==> config.mk <==
export PLATFORM = sky130hd
export DESIGN_NAME = rob_commit
export DESIGN_NICKNAME = d
export VERILOG_FILES = /design/src/rtl/rob_commit.sv
export SDC_FILE = /design/constraint.sdc
export NUM_CORES = 1
export LEC_CHECK = 0
export ABC_CLOCK_PERIOD_IN_PS = 2700
export CORE_AREA = 2 2 188 190
export DETAILED_ROUTE_END_ITERATION = 8
export DIE_AREA = 0 0 190 192
export DONT_BUFFER_PORTS = 1
export PLACE_DENSITY = 0.44
export SYNTH_ARGS = -nofsm -noshare
export SYNTH_HDL_FRONTEND = slang
export SYNTH_SLANG_ARGS = --single-unit
export TNS_END_PERCENT = 100
==> constraint.sdc <==
create_clock -name clock -period 2.7 [get_ports clock]
set_clock_uncertainty 0.15 [all_clocks]
set_input_delay 0.54 -clock clock [delete_from_list [all_inputs] [get_ports clock]]
set_output_delay 0.54 -clock clock [all_outputs]
set_load 0.05 [all_outputs]
==> src/rtl/rob_commit.sv <==
// rob_commit: in-order retirement stage on the consume side of the ROB.
// Each cycle it retires the longest eligible prefix of the EXT_COUNT head
// entries. Stores go out one at a time through a req/ack port. A faulting
// head entry is discarded and produces a one-cycle flush.
// Optional feature: define ROB_COMMIT_STATS_EN to build the retired_count
// counter. Without it, retired_count is tied to zero.

package rob_commit_pkg;
  typedef struct packed {
    logic [4:0]  dest_reg;
    logic        dest_reg_valid;
    logic [31:0] result_lo;
    logic        is_store;
    logic [31:0] store_addr;
    logic [31:0] store_data;
    logic        exception;
    logic [31:0] pc;
  } rob_entry_t;
endpackage

module rob_commit
  import rob_commit_pkg::*;
#(
  parameter int EXT_COUNT    = 2,
  parameter int EXTCOUNTLOG2 = $clog2(EXT_COUNT)
) (
  input  logic                    clock,
  input  logic                    reset_n,
  input  rob_entry_t              slot_data [EXT_COUNT],
  input  logic                    slot_valid [EXT_COUNT],
  input  logic                    empty,
  output logic                    consume,
  output logic [EXTCOUNTLOG2-1:0] consume_count,
  output logic                    rf_we [EXT_COUNT],
  output logic [4:0]              rf_waddr [EXT_COUNT],
  output logic [31:0]             rf_wdata [EXT_COUNT],
  output logic                    st_req,
  output logic [31:0]             st_addr,
  output logic [31:0]             st_data,
  input  logic                    st_ack,
  output logic                    flush,
  output logic [31:0]             flush_pc,
  output logic [31:0]             retired_count
);

  // Width able to hold the count 0..EXT_COUNT.
  localparam int CNT_W = $clog2(EXT_COUNT + 1);

  typedef enum logic [1:0] {S_RUN, S_ST_WAIT, S_FLUSH} state_t;

  state_t                  state_q, state_d;
  logic                    elig [EXT_COUNT];
  logic                    retire [EXT_COUNT];
  logic [CNT_W-1:0]        n_ret;
  logic                    consume_c;
  logic [EXTCOUNTLOG2-1:0] consume_count_c;

  logic                    rf_we_q [EXT_COUNT];
  logic                    rf_we_d [EXT_COUNT];
  logic [4:0]              rf_waddr_q [EXT_COUNT];
  logic [4:0]              rf_waddr_d [EXT_COUNT];
  logic [31:0]             rf_wdata_q [EXT_COUNT];
  logic [31:0]             rf_wdata_d [EXT_COUNT];
  logic                    st_req_q, st_req_d;
  logic [31:0]             st_addr_q, st_addr_d;
  logic [31:0]             st_data_q, st_data_d;
  logic                    flush_q, flush_d;
  logic [31:0]             flush_pc_q, flush_pc_d;

  // Eligible prefix: an entry qualifies only if every older entry does too.
  always_comb begin
    logic prefix;
    prefix = ~empty;
    n_ret  = '0;
    for (int k = 0; k < EXT_COUNT; k++) begin
      prefix  = prefix & slot_valid[k] & ~slot_data[k].exception & ~slot_data[k].is_store;
      elig[k] = prefix;
      n_ret   = n_ret + CNT_W'(prefix);
    end
  end

  // FSM next state, consume handshake, store and flush capture.
  always_comb begin
    state_d         = state_q;
    consume_c       = 1'b0;
    consume_count_c = '0;
    st_req_d        = st_req_q;
    st_addr_d       = st_addr_q;
    st_data_d       = st_data_q;
    flush_d         = 1'b0;
    flush_pc_d      = flush_pc_q;
    for (int k = 0; k < EXT_COUNT; k++) retire[k] = 1'b0;

    case (state_q)
      S_RUN: begin
        if (n_ret != '0) begin
          consume_c       = 1'b1;
          consume_count_c = EXTCOUNTLOG2'(n_ret - 1'b1);
          for (int k = 0; k < EXT_COUNT; k++) retire[k] = elig[k];
        end else if (~empty && slot_valid[0] && slot_data[0].exception) begin
          // Fault wins over a store flag; the entry is dropped, not retired.
          consume_c  = 1'b1;
          flush_d    = 1'b1;
          flush_pc_d = slot_data[0].pc;
          state_d    = S_FLUSH;
        end else if (~empty && slot_valid[0] && slot_data[0].is_store) begin
          st_req_d  = 1'b1;
          st_addr_d = slot_data[0].store_addr;
          st_data_d = slot_data[0].store_data;
          state_d   = S_ST_WAIT;
        end
      end
      S_ST_WAIT: begin
        if (st_ack) begin
          consume_c = 1'b1;
          st_req_d  = 1'b0;
          state_d   = S_RUN;
        end
      end
      S_FLUSH: state_d = S_RUN;
      default: state_d = S_RUN;
    endcase
  end

  // RF write set: skip x0, and let the youngest retiring writer of a register win.
  always_comb begin
    for (int k = 0; k < EXT_COUNT; k++) begin
      rf_we_d[k] = retire[k] & slot_data[k].dest_reg_valid & (slot_data[k].dest_reg != 5'd0);
      for (int j = 0; j < EXT_COUNT; j++) begin
        if (j > k && retire[j] && slot_data[j].dest_reg_valid &&
            slot_data[j].dest_reg == slot_data[k].dest_reg)
          rf_we_d[k] = 1'b0;
      end
      rf_waddr_d[k] = rf_we_d[k] ? slot_data[k].dest_reg  : rf_waddr_q[k];
      rf_wdata_d[k] = rf_we_d[k] ? slot_data[k].result_lo : rf_wdata_q[k];
    end
  end

  // State and output registers.
  always_ff @(posedge clock or negedge reset_n) begin
    if (!reset_n) begin
      state_q    <= S_RUN;
      st_req_q   <= 1'b0;
      st_addr_q  <= '0;
      st_data_q  <= '0;
      flush_q    <= 1'b0;
      flush_pc_q <= '0;
      for (int k = 0; k < EXT_COUNT; k++) begin
        rf_we_q[k]    <= 1'b0;
        rf_waddr_q[k] <= '0;
        rf_wdata_q[k] <= '0;
      end
    end else begin
      state_q    <= state_d;
      st_req_q   <= st_req_d;
      st_addr_q  <= st_addr_d;
      st_data_q  <= st_data_d;
      flush_q    <= flush_d;
      flush_pc_q <= flush_pc_d;
      for (int k = 0; k < EXT_COUNT; k++) begin
        rf_we_q[k]    <= rf_we_d[k];
        rf_waddr_q[k] <= rf_waddr_d[k];
        rf_wdata_q[k] <= rf_wdata_d[k];
      end
    end
  end

  assign consume       = consume_c & reset_n;
  assign consume_count = consume_count_c;
  assign rf_we         = rf_we_q;
  assign rf_waddr      = rf_waddr_q;
  assign rf_wdata      = rf_wdata_q;
  assign st_req        = st_req_q;
  assign st_addr       = st_addr_q;
  assign st_data       = st_data_q;
  assign flush         = flush_q;
  assign flush_pc      = flush_pc_q;

`ifdef ROB_COMMIT_STATS_EN
  logic [CNT_W-1:0] cnt_inc;
  logic [31:0]      retired_count_q, retired_count_d;

  // Count RUN retirements and acknowledged stores; dropped faults are not counted.
  always_comb begin
    cnt_inc = '0;
    if (state_q == S_RUN)
      cnt_inc = n_ret;
    else if (state_q == S_ST_WAIT && st_ack)
      cnt_inc = CNT_W'(1);
    retired_count_d = retired_count_q + 32'(cnt_inc);
  end

  // Retired-instruction counter, wraps modulo 2^32.
  always_ff @(posedge clock or negedge reset_n) begin
    if (!reset_n) retired_count_q <= '0;
    else          retired_count_q <= retired_count_d;
  end

  assign retired_count = retired_count_q;
`else
  assign retired_count = '0;
`endif

endmodule

==> reports/qor.yml <==
numCtsBuffers: 17
outcome: "finished, violations left"
cp-start-kind: "flip-flop"
synthesis.area_um2: 6997
r2r-start: "state_q[0]"
worstSetupPathType: "reg -> out"
syn_avg_cell_area_um2: 16.27
yosysTopAreaCell: "dfrtp_1"
grt_overflow: 0
first_global_vias: 3928
yosys-top-cells-count: "dfrtp_1, mux2_2, buf_4"
r2r_cells: 7
rrSetupSlack_ps: 160
slowest_delay_ps: 430
clock_sinks: 176
synth-seq-cells: 176
grt_usage: 0.09125
cp_slowest_cell: "dfrtp_1"
finalHoldViolations: 176
maxSlewViolCount: 0
antenna_left: 0
leakagePower_uw: 0.003537
num_vias: 3418
grt_max_degree: 178
drt_iter0_drc: 99
finalCriticalPeriod_ps: 2586
vias_per_cell: 3.773
dp_hpwl_um: 12570
worstMarginPinSlew_ps: 591.3
yosys.cell_count.top_type: "dfrtp_1"
boundaryPins: 486
period_share: 0.9577
rows: 68
tns_ps: 0
die-area_um2: 36480
start_util: 0.2041
postSynthCellCount: 430
final_util: 0.2353
synth.distinct_cells: 31
p_per_area_nw_per_um2: 1108
synth_edf_count: 0
register_area_um2: 4404
maxCapViolCount: 0
area_growth_syn_to_layout_pct: 15.33
final_cell_area_um2: 8069
multi_input_area_um2: 2360
finalWirelength_um: 16910
drive_gt1_frac: 0.4689
worst-path-buf-inv: 1
cp-end-kind: "output pin"
grt_setup_unrepaired: "true"
clock_latency_ps: 440
rr_endpoint: "rf_wdata[32]"
synth_area_leaders: "dfrtp_1, mux2_2, mux2_4"
crit_arrival_ps: 1900
path_cells: "nor4b_4 > nand2_2 > nor4b_2 > buf_4"
globalplace.congestion: 0.7568
route.detailed.drc: 0
worstPathRequired_ps: 2010
fmax_mhz: 386.7
critPathMaxFanout: 4
wl_per_cell_um: 18.66
port-buffer-count: 0
async_flop_share: 1.000
synthFlopType: "dfrtp_1"
htreeDepth: 4
slew_headroom: 0.6058
die_h_um: 192
ys_seq_area_frac: 0.6295
final.fill_count: 3563
cts-root-buf: "clkbuf_16"
cts_max_path_buffers: 2
first_pass_iters: 4
placedInstanceArea_um2: 7437
ys_warn_count: 0
cts_tree: "done"
yosysTopAreaCellShare: 0.6295
fin_nets: 716
holdCritPathClass: "in -> async"
setup_viol: 0
grt_pass1_wl_um: 24220
clk_pin_slew_worst_paths_ps: 80
path_delay_family: "simple AND/OR/NAND/NOR gates"
timing.hold.ws_ps: -348.2
violations: "hold timing"
die_w_um: 190
core-area_um2: 34290
ir_worst_vdd_mv: 0.4262
antenna_found_initial: 1
cell type report:
type,instances,area share
Antenna cell,1,0.0003101
Tap cell,455,0.07055
Clock buffer,17,0.05272
Multi-Input combinational cell,231,0.2924
Inverter,3,0.001396
Clock inverter,14,0.02217
Timing Repair Buffer,9,0.01458
Sequential cell,176,0.5458
kinds of logic (layout without fill, tap and decap cells):
kind of cell | count (synthesis) | in the layout | share of synthesized area
DFF | 176 | 176 | 0.6295
muxes | 169 | 169 | 0.2822
and+or+nand+nor | 18 | 18 | 0.01895
AOI/OAI and AO/OA | 7 | 7 | 0.008763
other | 1 | 33 | 0.0005360
xor gates and xnor gates | 5 | 5 | 0.006260
buffers and inverters | 54 | 43 | 0.05383
how the worst max path moves through the flow:
stage	to	startpoint	slack, ps	depth (start not counted)
2_1_floorplan	consume_count	empty	70	3
3_3_place_gp	rf_wdata[45]	slot_data[97]	200	5
3_5_place_dp	rf_wdata[54]	slot_data[97]	150	5
4_1_cts	consume_count	state_q[0]	50	4
5_1_grt	consume_count	state_q[0]	-50	4
6_report	consume_count	state_q[0]	110	4
metal layers:
layer,up-vias,share of wire,track usage
met1,1718,0.33,0.08575
li1,1447,-,-
met3,20,0.12,0.05317
met5,-,0,0
met2,233,0.53,0.1592
met4,0,0.022,0.04323
registers in the layout, indices dropped and copies added, names as in the netlist:
register	count
rf_we	2
st_data	32
flush_pc	32
state_q	2
st_req	1
st_addr	32
flush	1
rf_waddr	10
rf_wdata	64
metrics by stage:
stage          std cells  total power [uW]  worst slack, ps
2_1_floorplan        461              6205            66.24
3_3_place_gp         871              6407            195.9
3_5_place_dp         871              6442            147.9
4_1_cts              903              9083            48.72
5_1_grt              906              9311           -48.27
6_report             906              8938            114.1
cell usage in the layout (no fill, tap or decap), drive strengths merged:
cell type  count
conb          32
clkinvlp       3
nor2           3
and2           2
o21ai          2
nand2b         2
buf            9
nor3b          1
bufinv         3
nor3           2
clkinv         2
nor4b          2
a41oi          1
nand2          2
o2bb2ai        1
mux2         169
xor2           2
a2bb2oi        1
nand3b         1
or4            2
a21oi          1
o211ai         1
diode          1
dfrtp        176
xnor2          3
nand4bb        1
clkbuf        17
inv            9
where the power goes:
part | leakage (uW) | total (uW) | internal (uW) | switching (uW)
combinational | 0.00106 | 749 | 468 | 281
clock | 0.000288 | 2580 | 1470 | 1110
sequential | 0.00219 | 5610 | 3160 | 2450
total | 0.00354 | 8940 | 5090 | 3850
worst reg2reg max path: cells and delay by family (launching register included):
family                 cells  cell delay (ps)
DFF                        1              430
AOI/OAI and AO/OA          2              480
and+or+nand+nor            1              380
muxes                      1              410
buffers and inverters      3              580
what timing repair did:
item / CTS / global route
resized for setup: 1 / 0
pin swaps: 1 / 3
buffers inserted: 1 / 2
hold endpoints to repair: 176 / 176
setup endpoints to repair: 1 / 2
Note: power is estimated with default switching activity, not from simulation.
